**src/rtl/stopwatch_pkg.sv**
```systemverilog
// Shared types and constants for the stopwatch run-control slice.
package stopwatch_pkg;

  localparam int SW_DIV_W = 32;

  typedef enum logic [1:0] {
    IDLE    = 2'b00,
    RUNNING = 2'b01,
    PAUSED  = 2'b10,
    FULL    = 2'b11
  } sw_state_t;

endpackage

```
**src/rtl/tick_prescaler.sv**
```systemverilog
// Divides the system clock down to the count tick; wrap marks the last cycle of each tick period.
module tick_prescaler import stopwatch_pkg::*; #(
  parameter int unsigned TICK_DIV = 32'd100_000_000
) (
  input  logic clk,
  input  logic rst_n,
  input  logic en,
  input  logic load_zero,
  output logic wrap
);

  localparam logic [SW_DIV_W-1:0] LAST_C = SW_DIV_W'(TICK_DIV - 32'd1);

  logic [SW_DIV_W-1:0] div_cnt_r;

  // Prescaler counter: cleared on request, advances and wraps while enabled, otherwise holds
  always_ff @(posedge clk or negedge rst_n) begin
    if (!rst_n) begin
      div_cnt_r <= '0;
    end else if (load_zero) begin
      div_cnt_r <= '0;
    end else if (en) begin
      if (div_cnt_r == LAST_C) begin
        div_cnt_r <= '0;
      end else begin
        div_cnt_r <= div_cnt_r + SW_DIV_W'(1);
      end
    end else begin
      div_cnt_r <= div_cnt_r;
    end
  end

  assign wrap = en & (div_cnt_r == LAST_C);

endmodule

```
**src/rtl/stopwatch_ctrl.sv**
```systemverilog
// Run-control sequencer: command edge detect, IDLE/RUNNING/PAUSED/FULL FSM,
// one-cycle datapath clear and the masked 1 Hz count enable.
module stopwatch_ctrl import stopwatch_pkg::*; #(
  parameter int unsigned TICK_DIV = 32'd100_000_000
) (
  input  logic       clk,
  input  logic       rst_n,
  input  logic       start,
  input  logic       stop,
  input  logic       reset,
  input  logic       at_max,
  output logic       tick_en,
  output logic       clr,
  output logic [1:0] status
);

  sw_state_t state_r;
  logic      start_prev_r;
  logic      stop_prev_r;
  logic      reset_prev_r;
  logic      clr_r;
  logic      start_ev_s;
  logic      stop_ev_s;
  logic      reset_ev_s;
  logic      run_s;
  logic      load_zero_s;
  logic      wrap_s;

  assign start_ev_s = start & ~start_prev_r;
  assign stop_ev_s  = stop  & ~stop_prev_r;
  assign reset_ev_s = reset & ~reset_prev_r;

  // Previous-value flops for rising-edge detection of the user commands
  always_ff @(posedge clk or negedge rst_n) begin
    if (!rst_n) begin
      start_prev_r <= 1'b0;
      stop_prev_r  <= 1'b0;
      reset_prev_r <= 1'b0;
    end else begin
      start_prev_r <= start;
      stop_prev_r  <= stop;
      reset_prev_r <= reset;
    end
  end

  // Run FSM and clear pulse; a reset event overrides every other command
  always_ff @(posedge clk or negedge rst_n) begin
    if (!rst_n) begin
      state_r <= IDLE;
      clr_r   <= 1'b0;
    end else if (reset_ev_s) begin
      state_r <= IDLE;
      clr_r   <= 1'b1;
    end else begin
      clr_r <= 1'b0;
      case (state_r)
        IDLE: begin
          if (start_ev_s) begin
            state_r <= RUNNING;
          end else begin
            state_r <= IDLE;
          end
        end
        RUNNING: begin
          if (stop_ev_s) begin
            state_r <= PAUSED;
          end else if (at_max) begin
            state_r <= FULL;
          end else begin
            state_r <= RUNNING;
          end
        end
        PAUSED: begin
          if (start_ev_s) begin
            state_r <= RUNNING;
          end else begin
            state_r <= PAUSED;
          end
        end
        FULL: begin
          state_r <= FULL;
        end
        default: begin
          state_r <= IDLE;
        end
      endcase
    end
  end

  // Starting from IDLE begins a fresh second; resuming from PAUSED keeps the partial one
  assign run_s       = (state_r == RUNNING);
  assign load_zero_s = reset_ev_s | ((state_r == IDLE) & start_ev_s);

  tick_prescaler #(
    .TICK_DIV (TICK_DIV)
  ) u_prescaler (
    .clk       (clk),
    .rst_n     (rst_n),
    .en        (run_s),
    .load_zero (load_zero_s),
    .wrap      (wrap_s)
  );

  assign tick_en = wrap_s & ~at_max;
  assign clr     = clr_r;
  assign status  = state_r;

endmodule
```
**config.mk**
```make
export PLATFORM = sky130hd
export DESIGN_NAME = stopwatch_ctrl
export DESIGN_NICKNAME = d
export VERILOG_FILES = /design/src/rtl/stopwatch_pkg.sv /design/src/rtl/tick_prescaler.sv /design/src/rtl/stopwatch_ctrl.sv
export SDC_FILE = /design/constraint.sdc
export NUM_CORES = 1
export LEC_CHECK = 0
export BUFFER_PORTS_ARGS = -buffer_cell sky130_fd_sc_hd__buf_4
export CORE_UTILIZATION = 61
export DETAILED_ROUTE_END_ITERATION = 10
export PLACE_DENSITY = 0.79
export SLEW_MARGIN = 20
export SYNTH_ARGS = -nofsm -noshare
export SYNTH_HDL_FRONTEND = slang
export SYNTH_SLANG_ARGS = --single-unit
export TNS_END_PERCENT = 50
```
**constraint.sdc**
```tcl
create_clock -name clk -period 2.6 [get_ports clk]
set_clock_uncertainty 0.1 [all_clocks]
set_input_delay 0.52 -clock clk [delete_from_list [all_inputs] [get_ports clk]]
set_output_delay 0.52 -clock clk [all_outputs]
set_load 0.02 [all_outputs]
```
==> impl_metrics.toml <==
[status]
status = "completed"

[placement]
gp_congestion = 0.896
placed_cell_area_sq_mm = 0.00243
numPlacedInstances = 300
hpwlAfterDp_um = 3810
io_buffers = 9
dpl_worst_slack_ns = 0.244

[setup_path]
crit_path_end_kind = "output port"
critPathLaunchType = "flop"
critical_path_required_ns = 1.98
crit_arrival_ns = 1.94
criticalPathCategory = "flop to output port"
path_max_fanout = 2
regToRegSetupSlack_ns = 0.17

[clock_network]
postCtsHoldBufs = 0
path_clk_slew_ns = 0.08
cts.root.buffer_cell = "clkbuf_8"
clk_path_buf_depth = 2
insertion_delay_ns = 0.30
cts_max_level = 2
cts_made_buffers = 5
cts_tree = "built"
numClockSinks = 38

[sta]
fmax_mhz = 391
setup_viol = 0
worst_pin_slew_ns = 0.586
relSlewSlack_pct = 60.7
hold_viol = 0
setup_slack_ns = 0.0439
period_share_pct = 98.3
rsz0062_at_grt = "true"
fin_crit_ns = 2.56
drv_slew = 0

[yosys]
synthTopCellsByCount = "38 x dfrtp_1, 27 x a31oi_1, 22 x nand3_1"
synth_area_sq_mm = 0.00226
yosys_most_used_dff = "dfrtp_1"
synth_cells = 245
synth_nets = 252
avgSynthCellArea_sq_um = 9.21
async_flop_share_pct = 100
ys_seq_elements = 38
synth_cell_type_count = 44
synth_most_common_cell = "dfrtp_1"
synth_edf_count = 0
synth.yosys.seq_area_share_pct = 42.1
synth_top_cell_by_area = "dfrtp_1"
synth.area.top_cells = "dfrtp_1 42%, a31oi_1 7.5%, nand3_1 4.9%"
yosysWarnings = 0
synth_top_area_share_pct = 42.1

[grt]
antenna_found_initial = 0
grtUsageTotal_pct = 31.9
gr-total-overflow = 0
grt_max_degree = 42
grt_pass1_vias = 2039
grt_pass1_wl_um = 9740

[die]
core_region_area_sq_mm = 0.00344
die_w_um = 62.8
io-pin-count = 10
num_rows = 21
die-area_sq_mm = 0.00395
chipHeight_um = 62.8
start_util_pct = 65.6

[power_and_ir_drop]
vdd_drop_max_v = 0.000428
p_leak_nw = 1.04
p_per_area_mw_per_mm2 = 505

[layout]
syn2layout_area_growth_pct = 13.1
design_area_sq_mm = 0.00255
fin_nets = 271
instances_no_fill = 311
drive_gt1_share_pct = 18.9
diodes = 0

[detailed_routing]
postRouteAntennaNets = 0
firstDrtPassIters = 5
finalWirelength_um = 5880
drc = 0
routed-via-count = 2168
drt_iter0_drc = 293
viasPerCell = 6.97
wl_per_cell_um = 18.9

[worst_hold_path]
hp-class = "input port to asynchronous set/reset pin"

[flow_run]
drv_cap = 0
==> metal layers <==
layer | part of all wire [%] | track usage (%)
met1 | 42 | 41.5
met2 | 48 | 50.4
met3 | 7.9 | 7.30
met4 | 2.0 | 14.8
met5 | 0 | 0
==> layout by cell type, fill, tap and decap left out, types with 6 or more instances in the layout <==
cell type,synthesis,routed
clkbuf_8,0,6
and3_1,10,10
nand4_1,14,14
buf_4,0,26
inv_1,10,10
nand3_1,22,22
dfrtp_1,38,38
a21oi_1,7,7
nor2_1,14,13
a31oi_1,27,27
a41oi_1,7,7
nand2_1,12,12
o21ai_0,7,7
==> where the power goes <==
group	leakage (nW)	internal [mW]	switching, mW
sequential	0.518	0.612	0.0255
combinational	0.474	0.0763	0.139
clock	0.0472	0.213	0.222
total	1.04	0.902	0.387
==> cells by family (layout without fill, tap and decap cells) <==
logic type      count (synthesis)  count (layout)  synth area share (%)
mux                             1               1                 0.443
flops                          38              38                  42.1
fa+ha+maj                       1               1                 0.554
compound gates                 67              67                  20.7
xor+xnor                        4               4                  1.55
buf+inv                        25              45                  5.60
simple gates                  109             109                  29.0
==> final timing paths <==
path / to / depth (start not counted) / startpoint
worst min-delay path: u_prescaler.div_cnt_r[0]$_DFFE_PN0P_ / 1 / rst_n
worst max register to register: u_prescaler.div_cnt_r[8]$_DFFE_PN0P_ / 7 / u_prescaler.div_cnt_r[19]$_DFFE_PN0P_
worst min register to register: u_prescaler.div_cnt_r[31]$_DFFE_PN0P_ / 1 / u_prescaler.div_cnt_r[31]$_DFFE_PN0P_
max in group asynchronous: u_prescaler.div_cnt_r[31]$_DFFE_PN0P_ / 1 / rst_n
worst max-delay path: tick_en / 5 / u_prescaler.div_cnt_r[19]$_DFFE_PN0P_
min in group clk: stop_prev_r$_DFF_PN0_ / 1 / stop
==> final cells by class <==
| type | count | area (sq um) |
|---|---|---|
| Inverter | 10 | 37.5 |
| Fill cell | 262 | 890 |
| Clock inverter | 2 | 12.5 |
| Tap cell | 46 | 57.6 |
| Sequential cell | 38 | 951 |
| Timing Repair Buffer | 27 | 215 |
| Clock buffer | 6 | 82.6 |
| Multi-Input combinational cell | 182 | 1200 |
==> timing repair <==
action / 4_1_cts / 5_1_grt
endpoints found under the setup margin: 1 / 2
setup buffers: 3 / 0
gates resized for setup: 1 / 1
pin swaps: 0 / 1
==> flip-flops by register name (all words and copies together), names as in the netlist <==
| signal | flops |
|---|---|
| clr | 1 |
| reset_prev_r | 1 |
| start_prev_r | 1 |
| status | 2 |
| stop_prev_r | 1 |
| u_prescaler.div_cnt_r | 32 |
==> per-stage QoR <==
stage	util (%)	TNS (ns)	hold WS [ns]	power, mW
final	74.2	0	0.0732	1.29
after global routing	74.2	-0.0378	0.112	1.34
after CTS	74.0	0	0.0848	1.29
after detailed placement	70.5	0	0.379	0.858
after global placement	70.5	0	0.382	0.852
after floorplan	-	0	0.124	0.774
==> critical path: stages, from the launching register on <==
cell	delay (ns)
dfrtp_1	0.38
or4bb_4	0.55
nor4_4	0.27
nand4_2	0.13
nor3_2	0.14
buf_4	0.16
Power figures use the tool's default switching activity.
